===== src/rtl/bird_sprite_draw.sv =====
// Bird sprite compositor: maps scan coordinates onto the 16x16 sprite ROM, absorbs its
// one-cycle read latency, overlays opaque pixels on the background and tracks per-frame collisions.
module bird_sprite_draw #(
  parameter int          SCALE_SHIFT = 1,
  parameter logic [11:0] TRANSPARENT = 12'h0FF
) (
  input  logic        clk,
  input  logic        rst_n,
  input  logic        frame_start,
  input  logic [9:0]  bird_x,
  input  logic [9:0]  bird_y,
  input  logic        pix_valid,
  input  logic [9:0]  pix_x,
  input  logic [9:0]  pix_y,
  input  logic [11:0] bg_rgb,
  input  logic        bg_solid,
  output logic [3:0]  rom_row,
  output logic [3:0]  rom_col,
  input  logic [11:0] rom_pixel,
  output logic        out_valid,
  output logic [11:0] out_rgb,
  output logic        out_hit,
  output logic        collide
);

  // Valid semantics: out_valid qualifies out_rgb/out_hit for exactly one cycle; there is
  // no ready/backpressure, so one pixel enters and one leaves every clock, 2 cycles apart.

  localparam logic [10:0] BOX = 11'(16 << SCALE_SHIFT);

  logic [9:0]  lat_x, lat_y;
  logic [10:0] dx, dy;
  logic        in_box;

  logic        s1_valid, s1_in_box, s1_bg_solid;
  logic [11:0] s1_bg_rgb;
  logic        opaque, hit_now, acc;

  // Sprite position only changes between frames; same-cycle pixels still see the old one.
  always_ff @(posedge clk or negedge rst_n) begin
    if (!rst_n) begin
      lat_x <= '0;
      lat_y <= '0;
    end else if (frame_start) begin
      lat_x <= bird_x;
      lat_y <= bird_y;
    end
  end

  // Stage 0: the sign bit of the 11-bit difference clips pixels left of / above the sprite.
  always_comb begin
    dx      = {1'b0, pix_x} - {1'b0, lat_x};
    dy      = {1'b0, pix_y} - {1'b0, lat_y};
    in_box  = pix_valid && !dx[10] && (dx < BOX) && !dy[10] && (dy < BOX);
    rom_col = in_box ? dx[SCALE_SHIFT+3:SCALE_SHIFT] : 4'd0;
    rom_row = in_box ? dy[SCALE_SHIFT+3:SCALE_SHIFT] : 4'd0;
  end

  // Stage 1: background side-band delayed to line up with the ROM's registered data.
  always_ff @(posedge clk or negedge rst_n) begin
    if (!rst_n) begin
      s1_valid    <= 1'b0;
      s1_in_box   <= 1'b0;
      s1_bg_rgb   <= '0;
      s1_bg_solid <= 1'b0;
    end else begin
      s1_valid    <= pix_valid;
      s1_in_box   <= in_box;
      s1_bg_rgb   <= bg_rgb;
      s1_bg_solid <= bg_solid;
    end
  end

  always_comb begin
    opaque  = s1_in_box && (rom_pixel != TRANSPARENT);
    hit_now = opaque && s1_bg_solid;
  end

  // Blanking cycles output black so the RGB register never carries stale colour.
  always_ff @(posedge clk or negedge rst_n) begin
    if (!rst_n) begin
      out_valid <= 1'b0;
      out_rgb   <= '0;
      out_hit   <= 1'b0;
    end else begin
      out_valid <= s1_valid;
      out_hit   <= s1_valid && opaque;
      if (!s1_valid)   out_rgb <= '0;
      else if (opaque) out_rgb <= rom_pixel;
      else             out_rgb <= s1_bg_rgb;
    end
  end

  // A hit arriving with frame_start belongs to the closing frame.
  always_ff @(posedge clk or negedge rst_n) begin
    if (!rst_n) begin
      acc     <= 1'b0;
      collide <= 1'b0;
    end else if (frame_start) begin
      collide <= acc || hit_now;
      acc     <= 1'b0;
    end else if (hit_now) begin
      acc <= 1'b1;
    end
  end

endmodule


===== config.mk =====
export PLATFORM = sky130hd
export DESIGN_NAME = bird_sprite_draw
export DESIGN_NICKNAME = d
export VERILOG_FILES = /design/src/rtl/bird_sprite_draw.sv
export SDC_FILE = /design/constraint.sdc
export NUM_CORES = 1
export LEC_CHECK = 0
export ABC_AREA = 1
export BUFFER_PORTS_ARGS = -buffer_cell sky130_fd_sc_hd__buf_2
export CAP_MARGIN = 20
export CELL_PAD_IN_SITES_DETAIL_PLACEMENT = 0
export CELL_PAD_IN_SITES_GLOBAL_PLACEMENT = 2
export CORE_UTILIZATION = 30
export DETAILED_ROUTE_END_ITERATION = 8
export PLACE_DENSITY_LB_ADDON = 0.12
export SLEW_MARGIN = 20
export SYNTH_ARGS = -nofsm -noshare
export SYNTH_HDL_FRONTEND = slang
export SYNTH_SLANG_ARGS = --single-unit

===== constraint.sdc =====
create_clock -name clk -period 3.72 [get_ports clk]
set_input_delay 0.372 -clock clk [delete_from_list [all_inputs] [get_ports clk]]
set_output_delay 0.372 -clock clk [all_outputs]
set_load 0.01 [all_outputs]

==> out/metrics.yaml, run 1 <==
logic_synthesis:
  synth_commonest_cells: "108 x nand2_1, 59 x inv_1, 53 x nor2_1, 51 x dfrtp_1, 33 x o21ai_0"
  synth_edf_count: 0
  yosys_warnings: 0
  syn_nets: 474
  yosysSeqAreaShare: 0.439
  synthTopCellsByArea: "dfrtp_1 44%, nand2_1 14%, ha_1 7.7%"
  async_reset_ff_frac: 1.00
  synthCells: 385
  synth_cell_types: 22
  synth_area_per_cell_sq_um: 7.55
  ys_seq_elements: 51
  ys.flop_type: "dfrtp_1"
  yosysMostFrequentCell: "nand2_1"
  syn_area_sq_mm: 0.00291
  yosysTopAreaCell: "dfrtp_1"
  yosysTopAreaCellShare: 0.439
worst_setup_path:
  cpMostUsedCell: "nand2_1"
  cp_max_fo: 9
  worstRegToRegCells: 13
  cp.arrival_ns: 2.37
  crit_family: "simple AND/OR/NAND/NOR gates"
  worst-path-buf-inv: 1
  end_kind: "output port"
  path_cells: "nand2_1 -> fa_1 -> nand3_1 -> nand3_2 -> nand2_1 -> nand2_1 -> nand2_1 -> nand2_1 -> nor2_1 -> nand2_1 -> nor2_2 -> nand3_4 -> nor2_1 -> buf_2"
  rrSetupSlack_ns: 1.78
  r2r_end: "s1_in_box"
  crit_type: "reg2out"
  cp.required_ns: 3.35
  slowest_delay_ns: 0.44
  slowest_stage: "fa_1"
  cp-start-kind: "flip-flop"
  r2r-start: "lat_x[0]"
placement:
  finalWeightedCongestion: 0.835
  dp_slack_ns: 1.07
  post-dp-hpwl_mm: 5.92
  placed_area_sq_mm: 0.00350
  port_buffers: 91
sta:
  tns_ns: 0
  whs_ns: 0.0395
  period_needed_ns: 2.74
  fmax_mhz: 365
  max_slew_margin: 0.576
  worst_pin_slew_ns: 0.636
  rsz0062_at_grt: "false"
  setup_ws_ns: 0.979
  fin_skew_ns: 0.00578
  hold_viol_final: 0
  finalSetupViolations: 0
  fin_crit_sh: 0.737
  slew_viol_final: 0
floorplan:
  die_h_microns: 100
  core_area_sq_mm: 0.00933
  die-area_sq_mm: 0.0101
  start_util: 0.312
  die_width_microns: 100
  io_pins: 92
  row_count: 35
clock_tree:
  cts-resized-gates: 0
  cts_buffer_depth: 2
  cts_tree: "built"
  cts-root-buf: "clkbuf_8"
  path_clk_slew_ns: 0.10
  hold_buffers: 0
  clkLatencyLatePin_ns: 0.30
  postCtsSetupBuffers: 0
  htreeDepth: 2
  cts_buffers: 5
  clock-sinks: 51
detailed_routing:
  ant_nets: 0
  drtIter0Drc: 60
  routedLengthMet1_mm: 3.62
  vias: 2657
  dr_wl_met3_microns: 233
  wl_per_cell_microns: 12.1
  avgViaCountPerCell: 4.38
  wl_met2_mm: 3.37
  routed_wl_mm: 7.34
  top_layer: "met4"
  route.detailed.drc: 0
  firstDrtPassIters: 4
global_route:
  grt_first_pass_wirelength_mm: 12.1
  gr-usage-all-layers: 0.154
  antenna_found_initial: 0
  grt_pass1_vias: 2544
  grt_max_degree: 41
  overflow: 0
power:
  irDropWorstVdd_uv: 151
  p_leak_uw: 0.00203
  p_per_area_mw_per_mm2: 360
cells_and_area:
  diodes: 0
  fin_area_sq_mm: 0.00360
  drive_gt1_frac: 0.232
  area_growth_pct: 24.0
  fin_nets: 566
  utilization: 0.386
job:
  cap_violations: 0
run_status:
  status: "complete, no violations"
min_path:
  hp-class: "in2async"
[registers in the layout (all words and copies together), names as in the netlist, 10 cells and up]
signal     count
out_rgb       12
s1_bg_rgb     12
lat_x         10
lat_y         10
[logic make-up (layout without fill, tap and decap cells)]
kind of cell | after synthesis | count (layout) | share of synthesized area
and+or+nand+nor | 197 | 197 | 0.284
buffers and inverters | 66 | 159 | 0.0852
DFF | 51 | 51 | 0.439
AOI/OAI and AO/OA | 45 | 45 | 0.0827
adders and majority gates | 20 | 20 | 0.0913
xor gates and xnor gates | 6 | 6 | 0.0181
[area by class of cell]
type,instances,area (sq um)
inverters,59,221
clock buffers,6,82.6
well taps,129,161
clock inverters,2,16.3
fillers,1040,5720
repair buffers,92,463
multi-input cells,268,1380
flip-flops and latches,51,1280
[where the power goes]
part / internal [uW] / leakage, uW / switching [uW]
clock network: 152 / 0.0000474 / 197
registers: 588 / 0.000628 / 10.5
logic: 138 / 0.00136 / 213
total: 878 / 0.00203 / 421
[per-stage QoR]
| step | power (uW) | std cells |
|---|---|---|
| after floorplan | 849 | 385 |
| after global placement | 969 | 599 |
| after detailed placement | 967 | 599 |
| after CTS | 1340 | 607 |
| after global routing | 1410 | 607 |
| final | 1300 | 607 |
[cell usage in the layout (no fill, tap or decap), types with 4 or more instances in the layout]
cell / n
nand2_1: 108
buf_2: 91
inv_1: 59
nor2_1: 53
dfrtp_1: 51
o21ai_0: 33
nand3_1: 20
ha_1: 18
a21oi_1: 7
xnor2_1: 6
clkbuf_8: 6
nand4_1: 4
[how the worst max path moves through the flow]
stage	cells after the start	endpoint	slack, ns	startpoint
global placement	14	rom_row[0]	1.10	pix_y[0]
detailed placement	14	rom_row[0]	1.07	pix_y[0]
finish	14	rom_row[0]	0.98	lat_x[0]
CTS	12	rom_row[0]	0.88	lat_y[0]
floorplan	14	rom_col[0]	1.50	pix_x[0]
global route	14	rom_row[0]	0.70	lat_x[0]
[layer usage]
layer | global-route usage | vias up
met4 | 0.0513 | 0
met1 | 0.213 | 1212
met2 | 0.250 | 60
li1 | - | 1379
met3 | 0.0195 | 6
met5 | 0 | -
Power figures use the tool's default switching activity.
==> run 2, diff against run 1 <==
--- a/config.mk
+++ b/config.mk
@@ -10,7 +10,7 @@
 export CAP_MARGIN = 20
 export CELL_PAD_IN_SITES_DETAIL_PLACEMENT = 0
 export CELL_PAD_IN_SITES_GLOBAL_PLACEMENT = 2
-export CORE_UTILIZATION = 30
+export CORE_UTILIZATION = 25
 export DETAILED_ROUTE_END_ITERATION = 8
 export PLACE_DENSITY_LB_ADDON = 0.12
 export SLEW_MARGIN = 20
==> constraint.sdc (replaced) <==
create_clock -name clk -period 2.5 [get_ports clk]
set_input_delay 0.25 -clock clk [delete_from_list [all_inputs] [get_ports clk]]
set_output_delay 0.25 -clock clk [all_outputs]
set_load 0.01 [all_outputs]
==> out/metrics.yaml, run 2 (synthesis gave the netlist of run 1 again) <==
run_status:
  status: "complete, but fails checks"  # was complete, no violations
  violations: "negative setup slack"
cells_and_area:
  multi_input_comb_area_sq_mm: 0.00156  # was 0.00138 sq mm
  final-seq-area_sq_mm: 0.00128  # unchanged
  reg_top3: "out_rgb: 12 flops, s1_bg_rgb: 12 flops"  # unchanged
  final_common_cell: "nand2_1"  # unchanged
  diodes: 0  # unchanged
  fill_cells: 1241  # was 1,040
  fin_area_sq_mm: 0.00394  # was 0.00360 sq mm
  layout_common_cells: "101 x nand2_1, 91 x buf_2, 59 x inv_1"  # was 108 x nand2_1, 91 x buf_2, 59 x inv_1
  drive_gt1_frac: 0.301  # was 0.232
  fin_nets: 576  # was 566
  area_growth_pct: 35.5  # was 24.0%
placement:
  placed_area_sq_mm: 0.00355  # was 0.00350 sq mm
  post-dp-hpwl_mm: 6.27  # was 5.92 mm
  port_buffers: 91  # unchanged
  dp_slack_ns: 0.123  # was 1.07 ns
  finalWeightedCongestion: 0.774  # was 0.835
worst_setup_path:
  startpoint: "lat_x[0]"  # unchanged
  slowest_delay_ns: 0.40  # was 0.44 ns
  cp.required_ns: 2.25  # was 3.35 ns
  end_kind: "output port"  # unchanged
  cp-start-kind: "flip-flop"  # unchanged
  slowest_stage: "dfrtp_1"  # was fa_1
  r2r_end: "s1_in_box"  # unchanged
  crit_family: "simple AND/OR/NAND/NOR gates"  # unchanged
  worst-path-buf-inv: 1  # unchanged
  cp_max_fo: 5  # was 9
  r2r-start: "lat_x[0]"  # unchanged
  cp.arrival_ns: 2.33  # was 2.37 ns
  rrSetupSlack_ns: 0.53  # was 1.78 ns
  path_cells: "nand2_2 -> fa_2 -> nand3_2 -> nand3_2 -> nand2_2 -> nand2_1 -> nand2_1 -> nand2_1 -> nor2_2 -> nand2_2 -> nor2_4 -> nand3_4 -> nor2_2 -> buf_2"  # was nand2_1 -> fa_1 -> nand3_1 -> nand3_2 -> nand2_1 -> nand2_1 -> nand2_1 -> nand2_1 -> nor2_1 -> nand2_1 -> nor2_2 -> nand3_4 -> nor2_1 -> buf_2
  crit_type: "reg2out"  # unchanged
  critPathCapture: "rom_row[1]"  # was rom_row[0]
  worstRegToRegCells: 14  # was 13
  critical_path_depth: 14  # unchanged
sta:
  hold_viol_final: 0  # unchanged
  fin_skew_ns: 0.00450  # was 0.00578 ns
  fin_crit_sh: 1.03
  rsz0062_at_grt: "true"  # was false
  setup_ws_ns: -0.0781  # was 0.979 ns
  finalSetupViolations: 7  # was 0
  worst_pin_slew_ns: 0.511  # was 0.636 ns
  whs_ns: 0.0511  # was 0.0395 ns
  slew_viol_final: 0  # unchanged
  max_slew_margin: 0.659  # was 0.576
  period_needed_ns: 2.58
  tns_ns: -0.326  # was 0 ns
  fmax_mhz: 388
floorplan:
  die-area_sq_mm: 0.0121  # was 0.0101 sq mm
  die_h_microns: 110  # was 100 microns
  die_width_microns: 110  # was 100 microns
  core_area_sq_mm: 0.0114  # was 0.00933 sq mm
  row_count: 39  # was 35
  start_util: 0.256  # was 0.312
  io_pins: 92  # unchanged
detailed_routing:
  wl_per_cell_microns: 13.0  # was 12.1 microns
  route.detailed.drc: 0  # unchanged
  drtIter0Drc: 99  # was 60
  avgViaCountPerCell: 4.27  # was 4.38
  routed_wl_mm: 8.20  # was 7.34 mm
  vias: 2692  # was 2,657
  ant_nets: 0  # unchanged
  firstDrtPassIters: 6  # was 4
global_route:
  grt_use_met2: 0.240  # was 0.250
  gr-usage-all-layers: 0.148  # was 0.154
  grt_use_met1: 0.194  # was 0.213
  grt_max_degree: 31  # was 41
  overflow: 0  # unchanged
  gr-max-usage-layer: "met2"  # unchanged
  grt_first_pass_wirelength_mm: 13.4  # was 12.1 mm
  grt_pass1_vias: 2699  # was 2,544
  gr-usage-met3: 0.0290  # was 0.0195
  antenna_found_initial: 0  # unchanged
job:
  cap_violations: 0  # unchanged
clock_tree:
  path_clk_slew_ns: 0.07  # was 0.10 ns
  clkLatencyLatePin_ns: 0.30  # about the same
  cts_buffers: 5  # unchanged
  cts_tree: "built"  # unchanged
  cts_buffer_depth: 2  # unchanged
  clock-sinks: 51  # unchanged
  cts-root-buf: "clkbuf_16"  # was clkbuf_8
  htreeDepth: 2  # unchanged
min_path:
  hp-start: "bg_solid"
  min_path_cells: 1
  hp-class: "in2reg"  # was in2async
power:
  irDropWorstVdd_uv: 349  # was 151 uV
  p_leak_uw: 0.00211  # was 0.00203 uW
  p_per_area_mw_per_mm2: 589  # was 360 mW/mm^2
-- run 2: changes by cell type in the layout (fill, tap and decap cells not counted), moves of 3 or more --
cell	change
nor2_1	-7
buf_4	+8
ha_4	+6
nor2_2	+4
clkbuf_8	-6
ha_1	-7
nand2_1	-7
clkbuf_16	+5
nand2_2	+7
nor2_4	+3
-- run 2: worst min path at each step --
stage / to
2_1_floorplan: acc
5_1_grt: s1_bg_rgb[2]
4_1_cts: s1_bg_rgb[10]
3_5_place_dp: lat_x[5]
6_report: s1_bg_solid
3_3_place_gp: lat_x[5]
-- run 2: metrics by stage --
stage                     utilization  instances  power, uW
final                           0.346        631       2320
after global routing            0.346        631       2490
after CTS                       0.342        631       2350
after detailed placement        0.312        617       1450
after global placement          0.312        617       1450
after floorplan                     -        385       1260
-- run 2: area by class of cell --
cell class	count	share of cell area
Sequential cell	51	0.324
Inverter	59	0.0562
Tap cell	143	0.0454
Timing Repair Buffer	101	0.135
Clock buffer	5	0.0318
Clock inverter	3	0.0118
Multi-Input combinational cell	269	0.395
-- run 2: power breakdown --
part           total (uW)  switching [uW]  internal (uW)  leakage, uW
combinational         611             361            251      0.00140
sequential            892            16.8            875     0.000628
clock                 819             342            477    0.0000804
-- run 2: layer usage --
| metal | up-vias | share of wire |
|---|---|---|
| met5 | - | 0 |
| met4 | 0 | 0.015 |
| met3 | 8 | 0.045 |
| met2 | 61 | 0.47 |
| met1 | 1218 | 0.47 |
| li1 | 1405 | - |
-- run 2: repair_timing --
action                                  4_1_cts  5_1_grt
setup buffers                                 4        0
pin swaps                                     7        6
gates resized for setup                      24       11
endpoints found under the setup margin        8        8
hold buffers                                  1        0
cloned                                        1        0
endpoints found under the hold margin        17        0
